--- src/rtl/instruction_decode.sv ---
// instruction_decode: ID stage of the 32-bit RISC core -- field decode, 32x32 register file,
// branch/jump resolution with one-slot squash. Optional same-cycle write bypass: DECODE_BYPASS_EN.
module instruction_decode #(
  parameter logic [31:0] RESET_PC = 32'h0000_0000
) (
  input  logic        clk,
  input  logic        rst,
  input  logic [31:0] instruction,
  input  logic [31:0] pc_current,
  input  logic        if_valid,
  input  logic        stall,
  input  logic        wb_en,
  input  logic [4:0]  wb_rd,
  input  logic [31:0] wb_data,
  output logic        ex_valid,
  output logic [3:0]  ex_alu_op,
  output logic [31:0] ex_a,
  output logic [31:0] ex_b,
  output logic [31:0] ex_store_data,
  output logic [4:0]  ex_rd,
  output logic        ex_reg_write,
  output logic        ex_mem_read,
  output logic        ex_mem_write,
  output logic [31:0] ex_pc,
  output logic        isbranchtaken,
  output logic [31:0] branchpc,
  output logic        halted,
  output logic        illegal
);

  localparam logic [5:0] OP_ALU_MAX = 6'h05;
  localparam logic [5:0] OP_ADDI    = 6'h08;
  localparam logic [5:0] OP_LW      = 6'h10;
  localparam logic [5:0] OP_SW      = 6'h11;
  localparam logic [5:0] OP_BEQ     = 6'h20;
  localparam logic [5:0] OP_BNE     = 6'h21;
  localparam logic [5:0] OP_JMP     = 6'h30;
  localparam logic [5:0] OP_HALT    = 6'h3F;

  typedef enum logic [1:0] {
    ST_RUN    = 2'd0,
    ST_SQUASH = 2'd1,
    ST_HALT   = 2'd2
  } state_t;

  state_t state_p1;
  state_t state_next;

  logic [31:0] regs [32];

  // Register read with an optional forward of the write port landing this same edge.
  function automatic logic [31:0] read_port(
    input logic [4:0]  idx,
    input logic [31:0] stored,
    input logic        we,
    input logic [4:0]  wa,
    input logic [31:0] wd
  );
    logic [31:0] val;
    val = stored;
`ifdef DECODE_BYPASS_EN
    if (we && (wa == idx)) val = wd;
`else
    if (we && (wa == idx) && 1'b0) val = wd;
`endif
    if (idx == 5'd0) val = 32'd0;
    return val;
  endfunction

  // ---- p0: field decode and operand read ----
  logic [5:0]  op_p0;
  logic [4:0]  rd_p0;
  logic [4:0]  rs1_p0;
  logic [4:0]  rs2_p0;
  logic [31:0] rs1_val_p0;
  logic [31:0] rs2_val_p0;
  logic [31:0] rd_val_p0;

  assign op_p0  = instruction[31:26];
  assign rd_p0  = instruction[25:21];
  assign rs1_p0 = instruction[20:16];
  assign rs2_p0 = instruction[15:11];

  assign rs1_val_p0 = read_port(rs1_p0, regs[rs1_p0], wb_en, wb_rd, wb_data);
  assign rs2_val_p0 = read_port(rs2_p0, regs[rs2_p0], wb_en, wb_rd, wb_data);
  assign rd_val_p0  = read_port(rd_p0,  regs[rd_p0],  wb_en, wb_rd, wb_data);

  logic is_alu_p0, is_addi_p0, is_lw_p0, is_sw_p0;
  logic is_beq_p0, is_bne_p0, is_jmp_p0, is_halt_p0;
  logic legal_p0, equal_p0, taken_p0;

  assign is_alu_p0  = (op_p0 <= OP_ALU_MAX);
  assign is_addi_p0 = (op_p0 == OP_ADDI);
  assign is_lw_p0   = (op_p0 == OP_LW);
  assign is_sw_p0   = (op_p0 == OP_SW);
  assign is_beq_p0  = (op_p0 == OP_BEQ);
  assign is_bne_p0  = (op_p0 == OP_BNE);
  assign is_jmp_p0  = (op_p0 == OP_JMP);
  assign is_halt_p0 = (op_p0 == OP_HALT);
  assign legal_p0   = is_alu_p0 | is_addi_p0 | is_lw_p0 | is_sw_p0 |
                      is_beq_p0 | is_bne_p0 | is_jmp_p0 | is_halt_p0;

  assign equal_p0 = (rd_val_p0 == rs1_val_p0);
  assign taken_p0 = is_jmp_p0 | (is_beq_p0 & equal_p0) | (is_bne_p0 & ~equal_p0);

  logic signed [31:0] imm16_p0;
  logic signed [31:0] imm26_p0;
  logic signed [31:0] offset_p0;
  logic [31:0]        target_p0;

  assign imm16_p0  = {{16{instruction[15]}}, instruction[15:0]};
  assign imm26_p0  = {{6{instruction[25]}}, instruction[25:0]};
  assign offset_p0 = (is_jmp_p0 ? imm26_p0 : imm16_p0) <<< 2;
  assign target_p0 = pc_current + 32'd4 + $unsigned(offset_p0);

  logic [3:0]  alu_op_p0;
  logic [31:0] b_val_p0;
  logic        reg_write_p0;

  assign alu_op_p0    = is_alu_p0 ? op_p0[3:0] : 4'd0;
  assign b_val_p0     = is_alu_p0 ? rs2_val_p0 : $unsigned(imm16_p0);
  assign reg_write_p0 = is_alu_p0 | is_addi_p0 | is_lw_p0;

  // Stage FSM: decides whether this cycle's instruction is emitted, squashed or halts the stage.
  logic accept_p0;
  logic emit_p0;
  logic redirect_p0;
  logic go_halt_p0;
  logic flag_illegal_p0;

  assign accept_p0 = if_valid & ~stall & (state_p1 != ST_HALT);

  always_comb begin
    state_next      = state_p1;
    emit_p0         = 1'b0;
    redirect_p0     = 1'b0;
    go_halt_p0      = 1'b0;
    flag_illegal_p0 = 1'b0;
    case (state_p1)
      ST_RUN: begin
        if (accept_p0) begin
          if (!legal_p0) begin
            flag_illegal_p0 = 1'b1;
          end else if (is_halt_p0) begin
            go_halt_p0 = 1'b1;
            state_next = ST_HALT;
          end else begin
            emit_p0 = 1'b1;
            if (taken_p0) begin
              redirect_p0 = 1'b1;
              state_next  = ST_SQUASH;
            end
          end
        end
      end
      ST_SQUASH: begin
        if (accept_p0) state_next = ST_RUN;
      end
      ST_HALT: begin
        state_next = ST_HALT;
      end
      default: begin
        state_next = ST_RUN;
      end
    endcase
  end

  // ---- p1: ID/EX control registers ----
  always_ff @(posedge clk) begin
    if (rst) begin
      state_p1      <= ST_RUN;
      ex_valid      <= 1'b0;
      isbranchtaken <= 1'b0;
      branchpc      <= 32'd0;
      halted        <= 1'b0;
      illegal       <= 1'b0;
    end else if (!stall) begin
      state_p1      <= state_next;
      ex_valid      <= emit_p0;
      isbranchtaken <= redirect_p0;
      illegal       <= flag_illegal_p0;
      if (go_halt_p0)  halted   <= 1'b1;
      if (redirect_p0) branchpc <= target_p0;
    end
  end

  // ---- p1: ID/EX data registers ----
  always_ff @(posedge clk) begin
    if (rst) begin
      ex_alu_op     <= 4'd0;
      ex_a          <= 32'd0;
      ex_b          <= 32'd0;
      ex_store_data <= 32'd0;
      ex_rd         <= 5'd0;
      ex_reg_write  <= 1'b0;
      ex_mem_read   <= 1'b0;
      ex_mem_write  <= 1'b0;
      ex_pc         <= RESET_PC;
    end else if (emit_p0) begin
      ex_alu_op     <= alu_op_p0;
      ex_a          <= rs1_val_p0;
      ex_b          <= b_val_p0;
      ex_store_data <= rd_val_p0;
      ex_rd         <= rd_p0;
      ex_reg_write  <= reg_write_p0;
      ex_mem_read   <= is_lw_p0;
      ex_mem_write  <= is_sw_p0;
      ex_pc         <= pc_current;
    end
  end

  // Register file writes are independent of stall.
  always_ff @(posedge clk) begin
    if (rst) begin
      for (int i = 0; i < 32; i++) regs[i] <= 32'd0;
    end else if (wb_en && (wb_rd != 5'd0)) begin
      regs[wb_rd] <= wb_data;
    end
  end

endmodule

--- config.mk ---
export PLATFORM = sky130hd
export DESIGN_NAME = instruction_decode
export DESIGN_NICKNAME = d
export VERILOG_FILES = /design/src/rtl/instruction_decode.sv
export SDC_FILE = /design/constraint.sdc
export NUM_CORES = 2
export LEC_CHECK = 0
export CAP_MARGIN = 20
export CORE_UTILIZATION = 45
export DETAILED_ROUTE_END_ITERATION = 8
export PLACE_DENSITY = 0.68
export SETUP_SLACK_MARGIN = 0.15
export SYNTH_ARGS = -nofsm -noshare
export SYNTH_HDL_FRONTEND = slang
export SYNTH_SLANG_ARGS = --single-unit
export TNS_END_PERCENT = 5
--- constraint.sdc ---
create_clock -name clk -period 5.3 [get_ports clk]
set_input_delay 1.06 -clock clk [delete_from_list [all_inputs] [get_ports clk]]
set_output_delay 1.06 -clock clk [all_outputs]
set_load 0.02 [all_outputs]
======== Yosys cells after proc, flatten, opt, wreduce, memory -nomap -nowiden ========
Memories as Yosys holds them, arrays and structs flattened.
Cells that the tools add are included.
word-level totals
  output and inout bits ................... 176
  memories kept ........................... 1
  bits in writable memories ............... 1,024
  bits of input ports ..................... 106
  bits in registers ....................... 178
  logic and storage cells ................. 95
memories
  memory  depth  width  rd ports  clocked after Yosys merged registers in  wr ports  line  text
  regs    32     32     3         0                                        32        49    logic [31:0] regs [32];
operators by class
  $add $sub $neg .......................... 2
  magnitude comparators ................... 1
  equality and inequality tests ........... 15
  reduce and logical (&&, ||, !) cells .... 10
  mux-type cells .......................... 36
  bitwise operators ....................... 15
operators by type and width
  operator                                                                count
  32-bit two-way mux                                                      5
  32-bit by 3-bit adder with 32-bit output (second input constant)        1
  32-bit adder                                                            1
  32-bit == test                                                          1
  32-bit OR reduction                                                     1
  30-bit two-way mux                                                      1
  6-bit == test (second input constant)                                   4
  1-bit two-way mux                                                       22
  5-bit logical NOT                                                       3
  6-bit by 5-bit == test with 1-bit output (second input constant)        2
  2-bit two-way mux                                                       5
  1-bit bitwise OR                                                        9
  2-bit inequality test (second input constant)                           4
  6-bit by 4-bit == test with 1-bit output (second input constant)        1
  6-bit by 3-bit <= comparator with 1-bit output (second input constant)  1
  2-bit case mux with 3 select lines                                      1
  5-bit two-way mux                                                       1
  5-bit AND reduction                                                     1
  5-bit nonzero test                                                      1
  1-bit bitwise AND                                                       4
  4-bit two-way mux                                                       1
  2-bit AND reduction                                                     2
  3-bit inequality test (second input constant)                           1
  2-bit by 1-bit == test with 1-bit output (second input constant)        1
  4 further kinds                                                         5

======== Depth between registers and ports, before layout ========
  depth after elaboration ................. 12
  mapped depth ............................ 20
  depth with buffers taken out ............ 16

======== Least setup slack after synthesis ========
OpenSTA, ideal clock, no wires.
  kind .................................... input port to flip-flop
  start ................................... input port instruction[28]
  end ..................................... register branchpc[31]
  library setup time ...................... 87 ps
  slack ................................... 697 ps
  arrival time ............................ 4,516 ps
  required time ........................... 5,213 ps
  stages .................................. 16
  path buffers ............................ 2
  path through ............................ clkbuf_1 nor3_1 nor3b_1 nand2b_1 clkbuf_1 nand2_1 ha_1 ha_1 a21o_1 a21o_1 a21oi_1 a21oi_1 o41ai_1 o21ai_0 mux2i_1 o31ai_1
on the way
  cells in the longest elaborated chain, start to end .. 12
ends and longest elaborated chain
  item                                                                                                        line    text
  from (decl)                                                                                                 8       input logic [31:0] instruction,
  6-bit by 3-bit <= comparator with 1-bit output or 6-bit by 4-bit == test with 1-bit output (tied branches)  92, 93
  1-bit bitwise OR (4 in a row)                                                                               100     assign legal_p0 = is_alu_p0 | is_addi_p0 | is_lw_p0 | is_sw_p0 |
  1-bit bitwise OR (3 in a row)                                                                               101     is_beq_p0 | is_bne_p0 | is_jmp_p0 | is_halt_p0;
  1-bit two-way mux                                                                                           142     if (!legal_p0) begin
  1-bit two-way mux                                                                                           141     if (accept_p0) begin
  1-bit two-way mux                                                                                           139     case (state_p1)
  2-bit AND reduction (no source line)                                                                        -
  to (signal assigned)                                                                                        183     if (redirect_p0) branchpc <= target_p0;
  to (decl)                                                                                                   26      output logic [31:0] branchpc,
Several ways; a longest one is shown, not always the timed one.
A chain may end at the register's enable or synchronous reset.

======== Worst setup path after layout ========
  start ................................... input port instruction[24]
  end ..................................... register branchpc[1]
on the way
  cells in the longest elaborated chain, start to end .. 12
ends and longest elaborated chain
  item                                                          line  text
  memory read 32 x 32 bit or 5-bit logical NOT (tied branches)  -
  32-bit two-way mux (*)                                        66    if (idx == 5'd0) val = 32'd0;
  32-bit == test (*)                                            103   assign equal_p0 = (rd_val_p0 == rs1_val_p0);
  1-bit bitwise AND or 1-bit NOT (tied branches)                104   assign taken_p0 = is_jmp_p0 | (is_beq_p0 & equal_p0) | (is_bne_p0 & ~equal_p0);
  1-bit bitwise OR or 1-bit bitwise AND (tied branches)         104
  1-bit bitwise OR (*)                                          104
  1-bit two-way mux (*)                                         149   if (taken_p0) begin
  1-bit two-way mux (*)                                         144   end else if (is_halt_p0) begin
  1-bit two-way mux (*)                                         142
  1-bit two-way mux (*)                                         141
  1-bit two-way mux (*)                                         139
  2-bit AND reduction (no source line) (*)                      -
Every way passes the cells marked *; elsewhere a longest branch is shown, timed or not.

==> summary.txt <==
TIMING
------------------------------------------------------------------------------------------
Setup slack after layout                                                            255 ps
Share of the cycle needed by the critical path after routing                         95.2%
Highest Clock Rate                                                               0.198 GHz
Final Hold Vio Count                                                                     0
Layout Skew                                                                        31.5 ps
Setup repair after global routing missed its margin                                  false
Slew margin rel.                                                                     10.0%
Tmin final                                                                         5050 ps
Final sum of negative setup slack                                                     0 ps
Worst slack on hold paths                                                           455 ps
Final-report max-slew violation count                                                    0
Actual slew at the worst max-slew pin                                              1350 ps
Final setup fails                                                                        0

PWR
------------------------------------------------------------------------------------------
Power spent charging and discharging nets                                          6.86 mW
Worst supply voltage drop on vdd                                                    359 µV
Clock share of power                                                                 38.5%
Sw Ratio                                                                             27.4%
Internal power of the cells                                                        18.2 mW
Share of total power in sequential cells                                             44.3%
Cell Pwr Density                                                                303 nW/µm²
Leak Pwr                                                                           28.9 nW
Combinational Power Share                                                            17.2%
Total power after layout                                                           25.1 mW

PLACE
------------------------------------------------------------------------------------------
Post-Place Worst Slack                                                             -609 ps
Dpl cell area                                                                    78200 µm²
Number of placed instances, taps included                                             7366
Routability Congestion                                                                1.00
Port Buffer Count                                                                      281
Final HPWL DP                                                                    182000 µm

CTS
------------------------------------------------------------------------------------------
Total clock buffers created by CTS                                                     133
Deepest clock path buffer count                                                          3
Clock edge transition at the registers on the reported setup and hold paths          70 ps
Number of buffers inserted to repair setup after CTS                                     0
Hold-fix buffers at CTS                                                                  0
Clk sink count                                                                        1202
CTS H-tree depth                                                                         4
Skew-Pair Late Insertion Delay                                                      800 ps
TritonCTS clock tree                                                                  done
Clock Root Buffer                                                             sky130_fd_sc_hd__clkbuf_16
Resize count post-CTS                                                                    0

DIE
------------------------------------------------------------------------------------------
Full die area                                                                   159000 µm²
Die Y                                                                               399 µm
Placeable core region                                                           156000 µm²
Io pins                                                                                282
Row count                                                                              145
Initial Utilization                                                                  45.4%
DIE WIDTH                                                                           399 µm

WORST SETUP PATH
------------------------------------------------------------------------------------------
Critical path's slowest cell                                                  sky130_fd_sc_hd__nor2_1
Kind of critical path                                                         primary input to flip-flop
Startpoint Class                                                              primary input
Critical path depth in cells                                                            14
Peak per-stage delay on the critical path                                          1020 ps
WP data arrival                                                                    5700 ps
Worst EP required                                                                  5950 ps
Crit path max fanout                                                                    26
Cell seen most often among critical-path stages                               sky130_fd_sc_hd__buf_4
Family of cells with the greatest summed delay on the critical path           simple AND/OR/NAND/NOR gates
Critical-path cell list                                                       buf_4 -> buf_4 -> nor2_1 -> buf_4 -> a221oi_1 -> o21ai_1 -> xnor2_1 -> nor3_2 -> nand3_1 -> or2_1 -> o211ai_4 -> buf_12 -> mux2i_1 -> nor2_1
CP endpoint kind                                                                 flip-flop
Crit path buf inv count                                                                  4
Reg2Reg Depth                                                                           13

FINAL LAYOUT
------------------------------------------------------------------------------------------
Most common cell after layout, fill and taps aside                            sky130_fd_sc_hd__edfxtp_1
Final Cell Area                                                                  82900 µm²
Filler Cell Count                                                                    12700
Count of nets after finishing                                                         5617
Highest-count cells in the layout ignoring fill and taps                      1024 x sky130_fd_sc_hd__edfxtp_1, 994 x sky130_fd_sc_hd__and2_1, 762 x sky130_fd_sc_hd__mux4_2
Area growth from synthesis to layout                                                 16.9%
Final standard cell count with taps included and fillers excluded                     7627
Final design utilization                                                             53.1%
Share of layout cells above drive strength 1                                         27.5%

SYNTH
------------------------------------------------------------------------------------------
Cell count after synthesis                                                            5117
Number of enable-type register cells in the synthesized netlist                       1024
Flops & latches, synth                                                                1202
Syn Area/Cell                                                                     13.9 µm²
Share of synthesized area occupied by flip-flops and latches                         48.4%
Post-synth ARST share                                                                   0%
Count of unique library cells instantiated by Yosys                                     73
Top_reg_cell synth                                                            sky130_fd_sc_hd__edfxtp_1
Syn Std Cell Area                                                                70900 µm²
Total number of yosys warnings                                                           0

HOLD PATH
------------------------------------------------------------------------------------------
Hold WC Path Type                                                             flip-flop to flip-flop
Number of stages on the worst hold path                                                  2

ROUTE
------------------------------------------------------------------------------------------
Overall routed net length                                                        278000 µm
Number of nets with antenna violations after routing                                     0
Vias                                                                                 52500
Drt first pass iters                                                                     6
Detail-routed via count per cell                                                      6.88
Drt first-iter violations                                                             8885
WL per Instance                                                                    36.5 µm
Number of remaining DRC errors                                                           0

GLOBAL ROUTE
------------------------------------------------------------------------------------------
Overall routing resource usage                                                       34.6%
Number of antenna violations at the first check in global routing                       19
Largest net degree at the start of global routing                                      184
Wire length of the first global-routing pass                                     385000 µm
Vias in the first global route                                                       50400
Aggregate global routing overflow                                                        0

RUN
------------------------------------------------------------------------------------------
Reported max-cap violation count                                                         0

RUN STATUS
------------------------------------------------------------------------------------------
Result of the run                                                                completed

==> final timing paths <==
| check | from | endpoint | slack (ps) |
|---|---|---|---|
| hold reg to reg | ex_pc[15] | ex_pc[15] | 450 |
| setup reg to reg | regs[31][19] | branchpc[1] | 820 |
| setup / recovery | instruction[24] | branchpc[1] | 250 |
| hold / removal | ex_pc[15] | ex_pc[15] | 450 |
==> worst register-to-register path, stage by stage, from the launching register on <==
cell and delay (ps):
sky130_fd_sc_hd__edfxtp_1 430, sky130_fd_sc_hd__mux4_2 480, sky130_fd_sc_hd__mux4_2 590, sky130_fd_sc_hd__and2_0 230, sky130_fd_sc_hd__a31o_2 250, sky130_fd_sc_hd__xnor2_1 130
sky130_fd_sc_hd__nor4_2 680, sky130_fd_sc_hd__buf_4 230, sky130_fd_sc_hd__nand3_1 130, sky130_fd_sc_hd__or3_4 410, sky130_fd_sc_hd__o211ai_4 230, sky130_fd_sc_hd__buf_12 250
sky130_fd_sc_hd__mux2i_1 270, sky130_fd_sc_hd__nor2_1 50
==> cells by family after synthesis <==
family	count (synthesis)	share of synthesized area (%)
and+or+nand+nor	1643	12.9
DFF	1202	48.4
muxes	1011	27.8
AOI/OAI and AO/OA	596	5.66
buffers and inverters	547	3.45
xor gates and xnor gates	59	0.729
adders and majority gates	58	1.03
other	1	0.00529
==> sequential cells by signal (all words and copies together) (netlist names), 2 cells and up <==
register,count
branchpc,32
ex_a,32
ex_alu_op,4
ex_b,32
ex_pc,32
ex_rd,5
ex_store_data,32
regs,1024
state_p1,2
==> cell type report <==
class,count,area [µm²],area share (%)
Clock buffer,164,3700,4.46
Antenna cell,15,37.5,0.0453
Tap cell,2058,2570,3.11
Timing Repair Buffer,700,6890,8.31
Multi-Input combinational cell,3399,34500,41.7
Inverter,17,63.8,0.0770
Sequential cell,1202,34300,41.4
Clock inverter,72,761,0.918
==> power by group through the flow <==
stage,Sequential (mW),Clock [mW],Combinational [mW]
finish,11.1,9.65,4.32
global route,11.2,9.98,4.41
CTS,11.1,9.66,4.17
detailed placement,11.3,0,4.15
global placement,11.2,0,4.13
floorplan,11.2,0,2.43
==> per-layer routing <==
| layer | vias to the layer above | track usage (%) | routed length (µm) |
|---|---|---|---|
| li1 | 20500 | - | - |
| met1 | 26300 | 43.6 | 95100 |
| met2 | 4680 | 51.8 | 122000 |
| met3 | 988 | 12.1 | 42200 |
| met4 | 14 | 20.0 | 18300 |
| met5 | - | 0.878 | 283 |
==> cells in the mapped netlist, types with 7 or more instances <==
library cell | count | area, µm²
sky130_fd_sc_hd__nand4_1 | 8 | 50.1
sky130_fd_sc_hd__xnor2_1 | 32 | 280
sky130_fd_sc_hd__mux4_2 | 762 | 17200
sky130_fd_sc_hd__nand3_1 | 15 | 75.1
sky130_fd_sc_hd__o22ai_1 | 52 | 325
sky130_fd_sc_hd__o21ai_1 | 11 | 55.1
sky130_fd_sc_hd__a22o_1 | 8 | 70.1
sky130_fd_sc_hd__mux2i_1 | 210 | 2100
sky130_fd_sc_hd__a211oi_1 | 52 | 390
sky130_fd_sc_hd__or2_2 | 33 | 206
sky130_fd_sc_hd__nor3_1 | 54 | 270
sky130_fd_sc_hd__nand2_1 | 221 | 830
sky130_fd_sc_hd__and2_1 | 994 | 6220
sky130_fd_sc_hd__a211o_1 | 9 | 78.8
sky130_fd_sc_hd__ha_1 | 57 | 713
sky130_fd_sc_hd__o32ai_1 | 7 | 61.3
sky130_fd_sc_hd__inv_1 | 15 | 56.3
sky130_fd_sc_hd__a21o_1 | 19 | 143
sky130_fd_sc_hd__a221oi_1 | 39 | 342
sky130_fd_sc_hd__a22oi_1 | 86 | 646
sky130_fd_sc_hd__o221ai_1 | 28 | 245
sky130_fd_sc_hd__o311ai_0 | 8 | 70.1
sky130_fd_sc_hd__a31oi_1 | 13 | 81.3
sky130_fd_sc_hd__edfxtp_1 | 1024 | 30700
sky130_fd_sc_hd__dfxtp_1 | 178 | 3560
sky130_fd_sc_hd__buf_4 | 24 | 180
sky130_fd_sc_hd__nor2_1 | 226 | 848
sky130_fd_sc_hd__nor2b_1 | 19 | 119
sky130_fd_sc_hd__xor2_1 | 27 | 236
sky130_fd_sc_hd__o21ai_0 | 49 | 245
sky130_fd_sc_hd__nand2b_1 | 18 | 113
sky130_fd_sc_hd__mux2_2 | 39 | 439
sky130_fd_sc_hd__a21oi_1 | 170 | 851
sky130_fd_sc_hd__or3_1 | 8 | 50.1
sky130_fd_sc_hd__buf_1 | 42 | 158
sky130_fd_sc_hd__clkbuf_1 | 369 | 1390
sky130_fd_sc_hd__nand3b_1 | 9 | 67.6
sky130_fd_sc_hd__buf_2 | 67 | 335
sky130_fd_sc_hd__buf_6 | 26 | 293
Power figures use the tool's default switching activity.
